==> config.mk <==
export PLATFORM = sky130hd
export DESIGN_NAME = fetch_stage
export DESIGN_NICKNAME = d
export VERILOG_FILES = /design/src/rtl/fetch_stage.sv
export SDC_FILE = /design/constraint.sdc
export NUM_CORES = 1
export LEC_CHECK = 0
export CAP_MARGIN = 40
export CORE_ASPECT_RATIO = 1.2
export CORE_UTILIZATION = 41
export CTS_CLUSTER_DIAMETER = 60
export DETAILED_ROUTE_END_ITERATION = 8
export PLACE_DENSITY = 0.78
export SYNTH_ARGS = -nofsm -noshare
export SYNTH_HDL_FRONTEND = slang
export SYNTH_SLANG_ARGS = --single-unit
==> constraint.sdc <==
create_clock -name clk -period 1.8 [get_ports clk]
set_input_delay 0.45 -clock clk [delete_from_list [all_inputs] [get_ports clk]]
set_output_delay 0.45 -clock clk [all_outputs]
set_load 0.02 [all_outputs]
==> src/rtl/fetch_stage.sv <==
// MIPS instruction-fetch stage: PC register, PC+4 incrementer, branch/jump redirect
// mux, IF/ID pipeline register and a saturating hazard-stall counter.
module fetch_stage #(
    parameter logic [31:0] RESET_PC  = 32'h0040_0000,
    parameter int          CNT_WIDTH = 16
) (
    input  logic                 clk,
    input  logic                 reset,
    input  logic                 Block_PC_Write,
    input  logic                 Block_IF_ID_Write,
    input  logic                 Branch_Taken,
    input  logic [31:0]          Branch_Target,
    input  logic                 Jump,
    input  logic [31:0]          Jump_Target,
    input  logic [31:0]          Instr_Data,
    output logic [31:0]          Instr_Addr,
    output logic [31:0]          IF_ID_Instr,
    output logic [31:0]          IF_ID_PC_Plus4,
    output logic                 IF_ID_Valid,
    output logic [CNT_WIDTH-1:0] Stall_Count
);

    logic [31:0]          r_pc;
    logic [31:0]          r_if_id_instr;
    logic [31:0]          r_if_id_pc_plus4;
    logic                 r_if_id_valid;
    logic [CNT_WIDTH-1:0] r_stall_count;

    logic [31:0]          w_pc_plus4;
    logic [31:0]          w_next_pc;
    logic                 w_redirect;

    assign w_pc_plus4 = r_pc + 32'd4;
    assign w_redirect = Branch_Taken | Jump;

    // Branch beats jump: the branch in EX belongs to the older instruction.
    always_comb begin
        // NOTE: default assigned first so every path drives w_next_pc and no latch is inferred.
        w_next_pc = w_pc_plus4;
        if (Branch_Taken) begin
            w_next_pc = {Branch_Target[31:2], 2'b00};
        end else if (Jump) begin
            w_next_pc = {Jump_Target[31:2], 2'b00};
        end else if (Block_PC_Write) begin
            w_next_pc = r_pc;
        end
    end

    always_ff @(posedge clk or negedge reset) begin
        if (!reset) begin
            r_pc <= RESET_PC;
        end else begin
            // NOTE: non-blocking assignments keep every register sampling pre-edge values.
            r_pc <= w_next_pc;
        end
    end

    // A redirect flushes the wrong-path fetch even while the hazard unit is holding.
    always_ff @(posedge clk or negedge reset) begin
        if (!reset) begin
            r_if_id_instr    <= 32'h0000_0000;
            r_if_id_pc_plus4 <= 32'h0000_0000;
            r_if_id_valid    <= 1'b0;
        end else if (w_redirect) begin
            r_if_id_instr    <= 32'h0000_0000;
            r_if_id_pc_plus4 <= 32'h0000_0000;
            r_if_id_valid    <= 1'b0;
        end else if (!Block_IF_ID_Write) begin
            r_if_id_instr    <= Instr_Data;
            r_if_id_pc_plus4 <= w_pc_plus4;
            r_if_id_valid    <= 1'b1;
        end
    end

    always_ff @(posedge clk or negedge reset) begin
        if (!reset) begin
            r_stall_count <= '0;
        end else if (Block_PC_Write && !w_redirect && (r_stall_count != '1)) begin
            r_stall_count <= r_stall_count + 1'b1;
        end
    end

    assign Instr_Addr     = r_pc;
    assign IF_ID_Instr    = r_if_id_instr;
    assign IF_ID_PC_Plus4 = r_if_id_pc_plus4;
    assign IF_ID_Valid    = r_if_id_valid;
    assign Stall_Count    = r_stall_count;

endmodule

==> flow_summary.toml, run 1 <==
[sta]
grt_setup_unrepaired = "true"
fin_tns_setup_ns = -0.7094
fin_crit_ns = 1.900
finalMaxSlewViolations = 0
min_period_over_period = 1.055
finClkSkew_ns = 0.01413
setup-violations-final = 20
fmax_mhz = 526.4
holdWs_ns = 0.4300
hold_viol = 0
setup_slack_ns = -0.09976

[yosys]
ys_seq_area_frac = 0.4732
syn-instance-count = 611
yosysTopAreaCellShare = 0.4686
ys_top_cells_by_area = "dfrtp_1 (47%), a21oi_1 (6.3%), mux2i_1 (6.2%)"
async_reset_ff_frac = 1.000
netlist_area_mm2 = 0.005767
avgSynthCellArea_um2 = 9.438
ys.flop_type = "dfrtp_1"
ys.warnings.count = 0
yosys_register_bits = 109
synth-edff-count = 0
yosysUniqueCellTypes = 53
yosys.area.top_type = "dfrtp_1"

[outcome]
violations = "negative setup slack"
status = "complete, but fails checks"

[route]
vias = 5715
drc_errors = 0
drtPass1Iterations = 5
drt-initial-drc-count = 254
wire_per_inst_um = 17.79
antenna_left = 0
drt-total-wl_mm = 18.70
vias_per_cell = 5.438

[placed_design]
portBuffers = 206
postPlaceCellArea_mm2 = 0.008672
place.gp.congestion = 0.9121
dp_hpwl_mm = 13.43
place_ws_ns = -0.4263

[setup_path]
worstSetupPathType = "reg2reg"
crit_chain = "nand4_1 > or4_4 > nor4_4 > a21oi_1 > o22a_1"
end_kind = "flop"
crit_family = "simple AND/OR/NAND/NOR gates"
critical_path_buf_inv_count = 0
startpoint_type = "flop"
cp_slowest_cell = "or4_4"
required_ns = 2.03
arrival_ns = 2.13
critPathMaxStageDelay_ns = 0.65
critPathMaxFanout = 9

[global_routing]
antenna_found_initial = 0
grt_use_total = 0.2560
grt_pass1_vias = 5820
grt_max_degree = 55
grt_pass1_wl_mm = 28.97
gr-total-overflow = 0

[clock_tree]
clk_path_buf_depth = 2
worstSkewPairLatency_ns = 0.35
cts_num_sinks = 109
numCtsBuffers = 9
cts.clk_slew.worst_paths_ns = 0.08
cts-htree-levels = 3
clock-root-buffer = "clkbuf_16"
cts_tree = "built"

[worst_hold_path]
hold_class = "in2async"

[die]
initial_utilization = 0.4191
rows = 47
die_height_um = 131.9
fp.dieW_um = 110.3
pin_count = 215
die_area_mm2 = 0.01455
coreArea_mm2 = 0.01376

[pwr]
power.density_mw_per_mm2 = 744.3
p_leak_nw = 4.910
ir_drop_v = 0.0005959

[cells_and_area]
syn_to_final_growth_pct = 60.01
diodes = 0
final_nets = 979
final_common_cell = "clkdlybuf4s50_1"
fillers = 1084
fin_area_mm2 = 0.009228
drive_above_1_share = 0.1966
final_cell_mix = "clkdlybuf4s50_1 (104), dfrtp_1 (92), buf_4 (78), a21oi_1 (71), nor2_1 (59)"

[flow_run]
drv_cap = 0
kinds of logic after synthesis:
family | count (synthesis) | share of synthesized area
other | 1 | 0.0006503
XOR/XNOR | 44 | 0.06683
buffers and inverters | 57 | 0.04339
AO/OA/AOI/OAI | 170 | 0.1742
flip-flops | 109 | 0.4732
adder cells (fa/ha/maj) | 2 | 0.004339
multiplexers | 38 | 0.06639
AND/OR/NAND/NOR | 190 | 0.1710
sequential cells by signal, summed over array words and instances (netlist names):
signal	flops
IF_ID_Valid	1
Instr_Addr	30
IF_ID_PC_Plus4	30
Stall_Count	16
IF_ID_Instr	32
metrics by stage:
stage            util  instances  power [W]
2_1_floorplan       -        614   0.003802
3_3_place_gp   0.6302       1024   0.004803
3_5_place_dp   0.6302       1024   0.004858
4_1_cts        0.6527       1044   0.006879
5_1_grt        0.6706       1051   0.007185
6_report       0.6706       1051   0.006868
cells in the mapped netlist (3+ instances only):
master,count
and4_1,3
dfrtp_1,108
xor2_1,5
a21oi_1,73
a2bb2oi_1,9
nor3_1,12
o21ai_0,43
nand3_1,19
clkbuf_1,26
nor4_1,4
mux2i_1,36
nor2_1,61
a31oi_1,7
buf_4,7
nand4_1,12
nand2_1,48
xnor2_1,39
nor2b_1,4
buf_1,8
o22a_1,8
a22oi_1,6
o21a_1,10
nor4_4,4
or2_2,3
and3_1,5
inv_1,13
worst reg2reg max path, stage by stage (launching register included):
cell     delay [ns]
dfrtp_2        0.39
nand4_1        0.16
or4_4          0.65
nor4_4         0.27
a21oi_1        0.12
o22a_1         0.19
power breakdown:
part / leakage [nW] / internal, W / switching, W
Sequential: 1.42 / 0.00265 / 0.000205
Combinational: 3.34 / 0.000926 / 0.000983
Clock: 0.151 / 0.00112 / 0.000989
Total: 4.91 / 0.00469 / 0.00218
path summary, 6_finish.rpt:
kind                                            startpoint                    endpoint  cells after the start  slack, ns
worst max register to register  Instr_Addr[11]$_DFFE_PN0P_  Instr_Addr[29]$_DFFE_PN0P_                      5       -0.1
worst min register to register     IF_ID_Valid$_DFFE_PN0P_     IF_ID_Valid$_DFFE_PN0P_                      1       0.49
worst max-delay path            Instr_Addr[11]$_DFFE_PN0P_  Instr_Addr[29]$_DFFE_PN0P_                      5       -0.1
worst min-delay path                                 reset     IF_ID_Valid$_DFFE_PN0P_                      2       0.43
min in group clk                   IF_ID_Valid$_DFFE_PN0P_     IF_ID_Valid$_DFFE_PN0P_                      1       0.49
max in group asynchronous                            reset   Instr_Addr[6]$_DFFE_PN0P_                      3       0.84
cell type report:
class / count / area (um^2) / share of cell area
tap: 171 / 214.0 / 0.02319
inverter: 13 / 48.80 / 0.005288
sequential: 109 / 2749 / 0.2979
clock buffer: 9 / 225.2 / 0.02441
timing repair buffer: 294 / 2848 / 0.3086
multi-input combinational: 448 / 3052 / 0.3307
clock inverter: 7 / 91.34 / 0.009898
repair_timing:
item	4_1_cts	5_1_grt
hold endpoints to repair	1	0
hold buffers	1	0
resized for setup	64	68
pin swaps	3	12
endpoints found under the setup margin	94	109
buffers inserted	3	7
cloned	0	0
routing by layer:
metal | track usage | part of all wire | vias up
li1 | - | - | 2689
met1 | 0.3079 | 0.38 | 2770
met2 | 0.4358 | 0.52 | 228
met5 | 0 | 0 | -
met3 | 0.06871 | 0.078 | 28
met4 | 0.08699 | 0.022 | 0
No activity file was read; power rests on OpenSTA's default activity.
==> inputs of run 2 (changes only) <==
==> constraint.sdc (replaced) <==
create_clock -name clk -period 1.8 [get_ports clk]
set_input_delay 0.18 -clock clk [delete_from_list [all_inputs] [get_ports clk]]
set_output_delay 0.18 -clock clk [all_outputs]
set_load 0.02 [all_outputs]
==> flow_summary.toml, run 2 (synthesis gave the netlist of run 1 again) <==
[sta]
slew_headroom = 0.6480
finClkSkew_ns = 0.009252
holdWs_ns = 0.3068
finalMaxSlewViolations = 0
hold_viol = 0
fin_crit_ns = 1.895
setup_slack_ns = -0.09511
max_slew.worst_pin.slew_ns = 0.5279
grt_setup_unrepaired = "true"
setup-violations-final = 19
fmax_mhz = 527.7
min_period_over_period = 1.053

[route]
vias = 5743
wire_per_inst_um = 17.73
drc_errors = 0
drtPass1Iterations = 5
drt-total-wl_mm = 18.56
antenna_left = 0
drt-initial-drc-count = 361
vias_per_cell = 5.485

[die]
pin_count = 215
die_area_mm2 = 0.01455
die_height_um = 131.9
fp.dieW_um = 110.3
rows = 47
coreArea_mm2 = 0.01376
initial_utilization = 0.4191

[pwr]
pwr-share-clk = 0.290
intPower_w = 0.004650
p_total_w = 0.006849
power.density_mw_per_mm2 = 755.5
ir_drop_v = 0.0006029
power_frac_comb = 0.294
p_leak_nw = 3.905
pwr-share-seq = 0.416
p_sw_frac = 0.3211
switching_power_w = 0.002199

[global_routing]
grt_use_total = 0.2644
antenna_found_initial = 0
grt_pass1_wl_mm = 29.71
grt_pass1_vias = 5795
gr-total-overflow = 0
grt_max_degree = 50

[setup_path]
required_ns = 2.04
worstSetupPathType = "reg2reg"
arrival_ns = 2.13
startpoint_type = "flop"
end_kind = "flop"
critPathMaxFanout = 5

[clock_tree]
cts_tree = "built"
worstSkewPairLatency_ns = 0.35
cts-htree-levels = 3
clock-root-buffer = "clkbuf_16"
clk_path_buf_depth = 2
cts_num_sinks = 109
cts.clk_slew.worst_paths_ns = 0.08
numCtsBuffers = 9

[cells_and_area]
final_nets = 975
final_common_cell = "clkdlybuf4s50_1"
syn_to_final_growth_pct = 57.21
drive_above_1_share = 0.1815
largest_reg_flops = 32
final_cell_count_no_fill = 1047
fin_area_mm2 = 0.009066
final_cell_mix = "clkdlybuf4s50_1 (202), dfrtp_1 (91), buf_4 (78), a21oi_1 (73), nor2_1 (59)"
diodes = 0

[placed_design]
portBuffers = 206
postPlaceCellArea_mm2 = 0.008671
place_inst = 1026
dp_hpwl_mm = 14.33
place.gp.congestion = 0.9503
place_ws_ns = -0.1856

[outcome]
status = "complete, but fails checks"
violations = "negative setup slack"

[flow_run]
drv_cap = 0

[worst_hold_path]
hold_class = "in2async"
[run 2: cell types whose count changed in the layout (fill, tap and decap cells not counted), sizes merged]
cell	delta
buf	-5
bufinv	-1
clkbuf	-2
clkdlybuf4s50	+98
clkinv	-1
dlygate4sd2	-50
dlymetal6s2s	-45
inv	+2
[run 2: path summary, 6_finish.rpt]
check | depth (start not counted) | start | slack, ns | end
min | 2 | reset | 0.31 | IF_ID_PC_Plus4[22]$_DFFE_PN0P_
min reg2reg | 1 | IF_ID_Valid$_DFFE_PN0P_ | 0.50 | IF_ID_Valid$_DFFE_PN0P_
max | 6 | Instr_Addr[3]$_DFFE_PN0P_ | -0.1 | Instr_Addr[30]$_DFFE_PN0P_
max reg2reg | 6 | Instr_Addr[3]$_DFFE_PN0P_ | -0.1 | Instr_Addr[30]$_DFFE_PN0P_
min in group clk | 4 | Block_IF_ID_Write | 0.35 | IF_ID_PC_Plus4[4]$_DFFE_PN0P_
max in group asynchronous | 3 | reset | 0.93 | Instr_Addr[6]$_DFFE_PN0P_
[run 2: repair_timing]
action | 4_1_cts | 5_1_grt
gates resized for setup | 5 | 15
buffers inserted | 2 | 2
hold endpoints to repair | 24 | 0
setup endpoints to repair | 26 | 35
hold buffers | 1 | 0
pin swaps | 3 | 3
[run 2: worst max-delay path, cell delays in order (launching register included)]
cell and delay (ns):
dfrtp_2 0.41, ha_4 0.16, nand3_4 0.08, or4_4 0.53
nor4_4 0.29, a21oi_1 0.12, o22a_1 0.19
[run 2: stage by stage]
step | util | setup TNS [ns]
after global routing | 0.6588 | -2.181
after floorplan | - | -1.607
after detailed placement | 0.6301 | -5.748
after global placement | 0.6301 | -3.381
after CTS | 0.6544 | -0.9514
final | 0.6588 | -0.7403
[run 2: area by class of cell]
cell class / count / area, um^2
Multi-Input combinational cell: 448 / 3005
Tap cell: 171 / 214.0
Sequential cell: 109 / 2750
Timing Repair Buffer: 290 / 2755
Inverter: 13 / 48.80
Clock inverter: 7 / 67.56
Clock buffer: 9 / 225.2
Fill cell: 1132 / 4695
[run 2: layer usage]
metal / global-route usage / part of all wire / vias to the layer above / routed length, um
met3: 0.03707 / 0.067 / 29 / 1246
met5: 0 / 0 / - / 0
li1: - / - / 2689 / -
met2: 0.4369 / 0.49 / 242 / 9161
met4: 0.08772 / 0.023 / 0 / 430
met1: 0.3536 / 0.42 / 2783 / 7721
[run 2: power groups by stage]
stage	combinational, W	clock [W]	sequential [W]
3_3_place_gp	0.00194	0	0.00288
4_1_cts	0.00200	0.00201	0.00285
5_1_grt	0.00216	0.00210	0.00288
3_5_place_dp	0.00198	0	0.00290
2_1_floorplan	0.000665	0	0.00314
6_report	0.00201	0.00199	0.00285
